<file path="src/rtl/alu_issue.sv">
// Issue/sequencing stage in front of a combinational N-bit ALU: registers operands,
// captures the ALU result and flags, keeps an accumulator, and offers the result on valid/ready.
module alu_issue #(
    parameter int N = 8
) (
    input  logic         clk,
    input  logic         reset,
    input  logic         in_valid,
    output logic         in_ready,
    input  logic [2:0]   in_f,
    input  logic [N-1:0] in_a,
    input  logic [N-1:0] in_b,
    input  logic         in_acc,
    input  logic         acc_clr,
    output logic [N-1:0] alu_a,
    output logic [N-1:0] alu_b,
    output logic [2:0]   alu_f,
    input  logic [N-1:0] alu_y,
    input  logic         alu_eq,
    input  logic         alu_neq,
    input  logic         alu_lt,
    input  logic         alu_lte,
    input  logic         alu_gt,
    input  logic         alu_gte,
    output logic         out_valid,
    input  logic         out_ready,
    output logic [N-1:0] out_y,
    output logic [5:0]   out_flags,
    output logic         out_err,
    output logic [N-1:0] acc
);

    typedef enum logic [1:0] {
        IDLE = 2'd0,
        EXEC = 2'd1,
        HOLD = 2'd2
    } state_t;

    localparam logic [2:0] F_ILLEGAL = 3'b011;
    localparam logic [2:0] F_CMP     = 3'b111;

    state_t       state_q, state_d;
    logic [N-1:0] op_a_q, op_a_d;
    logic [N-1:0] op_b_q, op_b_d;
    logic [2:0]   op_f_q, op_f_d;
    logic [N-1:0] out_y_q, out_y_d;
    logic [5:0]   out_flags_q, out_flags_d;
    logic         out_err_q, out_err_d;
    logic [N-1:0] acc_q, acc_d;
    logic [N-1:0] acc_upd_s;

    // Next-state, operand capture, result capture and accumulator update.
    always_comb begin
        state_d     = state_q;
        op_a_d      = op_a_q;
        op_b_d      = op_b_q;
        op_f_d      = op_f_q;
        out_y_d     = out_y_q;
        out_flags_d = out_flags_q;
        out_err_d   = out_err_q;
        acc_upd_s   = acc_q;
        case (state_q)
            IDLE: begin
                if (in_valid) begin
                    op_a_d  = in_acc ? acc_q : in_a;
                    op_b_d  = in_b;
                    op_f_d  = in_f;
                    state_d = EXEC;
                end else begin
                    state_d = IDLE;
                end
            end
            EXEC: begin
                out_err_d = (op_f_q == F_ILLEGAL);
                if (op_f_q == F_ILLEGAL) begin
                    out_y_d = {N{1'b0}};
                end else begin
                    out_y_d = alu_y;
                end
                if (op_f_q == F_CMP) begin
                    out_flags_d = {alu_gte, alu_gt, alu_lte, alu_lt, alu_neq, alu_eq};
                end else begin
                    out_flags_d = 6'b00_0000;
                end
                // Compare and the illegal code leave the accumulator alone.
                if ((op_f_q != F_CMP) && (op_f_q != F_ILLEGAL)) begin
                    acc_upd_s = alu_y;
                end else begin
                    acc_upd_s = acc_q;
                end
                state_d = HOLD;
            end
            HOLD: begin
                if (out_ready) begin
                    state_d = IDLE;
                end else begin
                    state_d = HOLD;
                end
            end
            default: begin
                state_d = IDLE;
            end
        endcase
        if (acc_clr) begin
            acc_d = {N{1'b0}};
        end else begin
            acc_d = acc_upd_s;
        end
    end

    // State and datapath registers with asynchronous reset.
    always_ff @(posedge clk or posedge reset) begin
        if (reset) begin
            state_q     <= IDLE;
            op_a_q      <= {N{1'b0}};
            op_b_q      <= {N{1'b0}};
            op_f_q      <= 3'b000;
            out_y_q     <= {N{1'b0}};
            out_flags_q <= 6'b00_0000;
            out_err_q   <= 1'b0;
            acc_q       <= {N{1'b0}};
        end else begin
            state_q     <= state_d;
            op_a_q      <= op_a_d;
            op_b_q      <= op_b_d;
            op_f_q      <= op_f_d;
            out_y_q     <= out_y_d;
            out_flags_q <= out_flags_d;
            out_err_q   <= out_err_d;
            acc_q       <= acc_d;
        end
    end

    assign in_ready  = (state_q == IDLE);
    assign out_valid = (state_q == HOLD);
    assign alu_a     = op_a_q;
    assign alu_b     = op_b_q;
    assign alu_f     = op_f_q;
    assign out_y     = out_y_q;
    assign out_flags = out_flags_q;
    assign out_err   = out_err_q;
    assign acc       = acc_q;

endmodule

</file>
<file path="config.mk">
export PLATFORM = sky130hd
export DESIGN_NAME = alu_issue
export DESIGN_NICKNAME = d
export VERILOG_FILES = /design/src/rtl/alu_issue.sv
export SDC_FILE = /design/constraint.sdc
export NUM_CORES = 1
export LEC_CHECK = 0
export CORE_MARGIN = 3
export CORE_UTILIZATION = 44
export CTS_CLUSTER_DIAMETER = 150
export DETAILED_ROUTE_END_ITERATION = 12
export PLACE_DENSITY = 0.88
export SYNTH_ARGS = -nofsm -noshare
export SYNTH_HDL_FRONTEND = slang
export SYNTH_SLANG_ARGS = --single-unit
</file>
<file path="constraint.sdc">
create_clock -name clk -period 2.4 [get_ports clk]
set_input_delay 0.6 -clock clk [delete_from_list [all_inputs] [get_ports clk]]
set_output_delay 0.6 -clock clk [all_outputs]
set_load 0.02 [all_outputs]
</file>
==> impl_results.md <==
- Post-CTS Setup Bufs: 0
- VDD IR max: 0.0007599 V
- Root buf cell: clkbuf_8
- Pin count of the biggest net entering global routing: 30
- Post-Syn Area: about 0.0018 mm²
- Sequential fraction of the synthesis area: 60.23%
- DR iter-0 viols: between 70 and 80
- Final nets: 262
- Later-pin clock latency in the skew report: 290 ps
- Global-route wire length before repair: approximately 7.3 mm
- Most frequent cells in the layout: 82 x clkdlybuf4s50_1, 44 x dfrtp_1, 17 x nand2b_1
- MaxCap Viol Count: 0
- CP max FO: 4
- H-tree Lvls: 2
- Remaining global-route overflow: 0
- Antenna viol nets, final: 0
- Clk slew on worst S/H paths: 80 ps
- P&R area growth vs syn: 52.70%
- Detailed Routing Iterations Pass 1: 4
- Synth top area share: 60.23%
- Area of the multi-input gates: 678.2 µm²
- Setup slack after layout: about 230 ps
- Element type at the critical path end: primary output
- Fin crit period: 2172 ps
- Gr usage total: 18.90%
- Syn avg cell area: between 10 and 15 µm²
- Routed Wire Length: 4.343 mm
- WP data required: 1800 ps
- Vias per cell: ~5
- Synth warn: 0
- Slew HR: 69.84%
- Reg-to-Reg Start: state_q[0]
- Setup WS pre-CTS: between 300 and 400 ps
- Crit path kind: register to primary output
- Area of the core: 0.003826 mm²
- Worst Hold Class: register to register
- Lkg Pwr: 1.188 nW
- Row cnt: 22
- Share of cells above drive strength 1: 11.61%
- Initial antenna violation count: 0
- Flops & latches, synth: 44
- R2R depth: 3
- Die area: approximately 0.0050 mm²
- Num CTS Buffers: 5
- Area leader, netlist: dfrtp_1
- Final routed DRC violation total: 0
- Slew of the pin with the lowest slew margin: 451.0 ps
- CTS Sinks: 44
- Setup violations, final: 0
- P per Cell Area: around 1200 mW/mm²
- Post-DP Area: 0.002699 mm²
- N_diodes: 0
- WL per Instance: 15.97 µm
- GPL Wtd Cong: between 0.8 and 0.9
- Peak per-stage delay on the critical path: 590 ps
- Critical path, cell by cell: nand2b_1 -> inv_1 -> clkdlybuf4s50_1
- Overall power: 3.420 mW
- Vias in the first global route: 1485
- R2R Setup Slk: 970 ps
- Most common cell after layout, fill and taps aside: clkdlybuf4s50_1
- I/O Pins: slightly above 80
- Mapped Cells: 139
- # fillers: 276
- CP Launch Type: register
- Setup Skew: 7.035 ps
- Final period utilization: between 90% and 100%
- Die height: 70.46 µm
- Max frequency: between 400 and 500 MHz
- DP Wirelength: 3.283 mm
- Distinct cells, synth: 22
- Syn Nets: 178
- Final slew viol count: 0
- Ranking of synthesized cells by area: dfrtp_1 60%, mux2i_1 8.8%, a22o_1 6.7%, mux2_2 6.2%, nand2b_1 5.8%
- CTS resizes: 0
- Hold_buf cts: 0
- Endpoints failing hold: 0
- IO buf count: 82
- Die W: 70.46 µm
- Hold Path Depth: 1
- Register area: roughly 0.0011 mm²
- Via count: between 1000 and 1500
- FF-to-FF End: alu_b[2]
- Status: complete, no violations
- Unrepaired setup endpoints after global routing: no
- Endpoint of the worst hold-timing path: out_err
- Effective utilization at floorplan: 47.78%
- Max clock buf depth: 2
- Slowest cell on crit path: clkdlybuf4s50_1
- Post-route cell area: 0.002791 mm²
- CTS tree: yes
- Worst Min Path Start: alu_f[2]
- Critical Path AT: approximately 1600 ps
- Setup_tns: 0 ps
==> metal layers <==
| layer | track usage, % | routed length (µm) | vias up |
|---|---|---|---|
| li1 | - | - | 655 |
| met1 | 23.61 | 1870 | 675 |
| met2 | 29.31 | 2051 | 54 |
| met3 | 6.906 | 321 | 10 |
| met4 | 8.085 | 99 | 0 |
| met5 | 0 | 0 | - |
==> stage by stage <==
step           util, %  instances  hold WS, ps
3_5_place_dp     70.54        264        466.2
4_1_cts          72.96        272        477.2
3_3_place_gp     70.54        264        458.6
2_1_floorplan        -        139        573.5
6_report         72.96        272        474.8
5_1_grt          72.96        272        499.3
==> synth_stat cells <==
library cell and n:
a21oi_4 1, o21ai_1 1, nor3_2 1, dfrtp_1 44, buf_4 1, o31ai_1 1
nor2_1 9, clkbuf_2 1, a21oi_1 8, clkbuf_1 1, nand2_1 3, mux2i_1 16
buf_2 3, nand2b_4 1, a22o_1 14, buf_6 1, o21ai_0 1, a31oi_4 1
inv_1 3, nor3b_1 1, mux2_2 10, nand2b_1 17
==> flip-flops by register name (all words and copies together) (netlist names) <==
name       count
acc            8
out_y          8
state_q        2
alu_a          8
alu_f          3
out_err        1
out_flags      6
alu_b          8
==> worst max-delay path by stage <==
stage          cells after the start        end  startpoint
2_1_floorplan                      1     acc[0]       reset
3_3_place_gp                       4   alu_b[0]    in_valid
3_5_place_dp                       4   alu_b[2]    in_valid
4_1_cts                            3  out_valid  state_q[0]
5_1_grt                            3  out_valid  state_q[0]
6_report                           3  out_valid  state_q[0]
==> cell type report <==
class | instances | share of cell area (%)
inverters | 3 | 0.4034
clock inverters | 2 | 0.3586
multi-input cells | 85 | 24.29
clock buffers | 6 | 2.958
well taps | 48 | 2.151
repair buffers | 84 | 30.39
flip-flops and latches | 44 | 39.44
==> report_power, final <==
group	internal, mW	switching (mW)
combinational	0.857	0.816
clock	0.230	0.246
sequential	1.04	0.228
==> kinds of logic (layout without fill, tap and decap cells) <==
family	after synthesis	count (layout)	synth area share, %
and+or+nand+nor	32	32	9.993
muxes	26	26	14.92
AOI/OAI and AO/OA	27	27	11.91
DFF	44	44	60.23
buffers and inverters	10	95	2.943
==> worst max-delay path, delay by kind of cell, from the launching register on <==
kind / cells / cell delay [ps]
and+or+nand+nor: 1 / 190
DFF: 1 / 450
buffers and inverters: 2 / 650
Power figures use the tool's default switching activity.
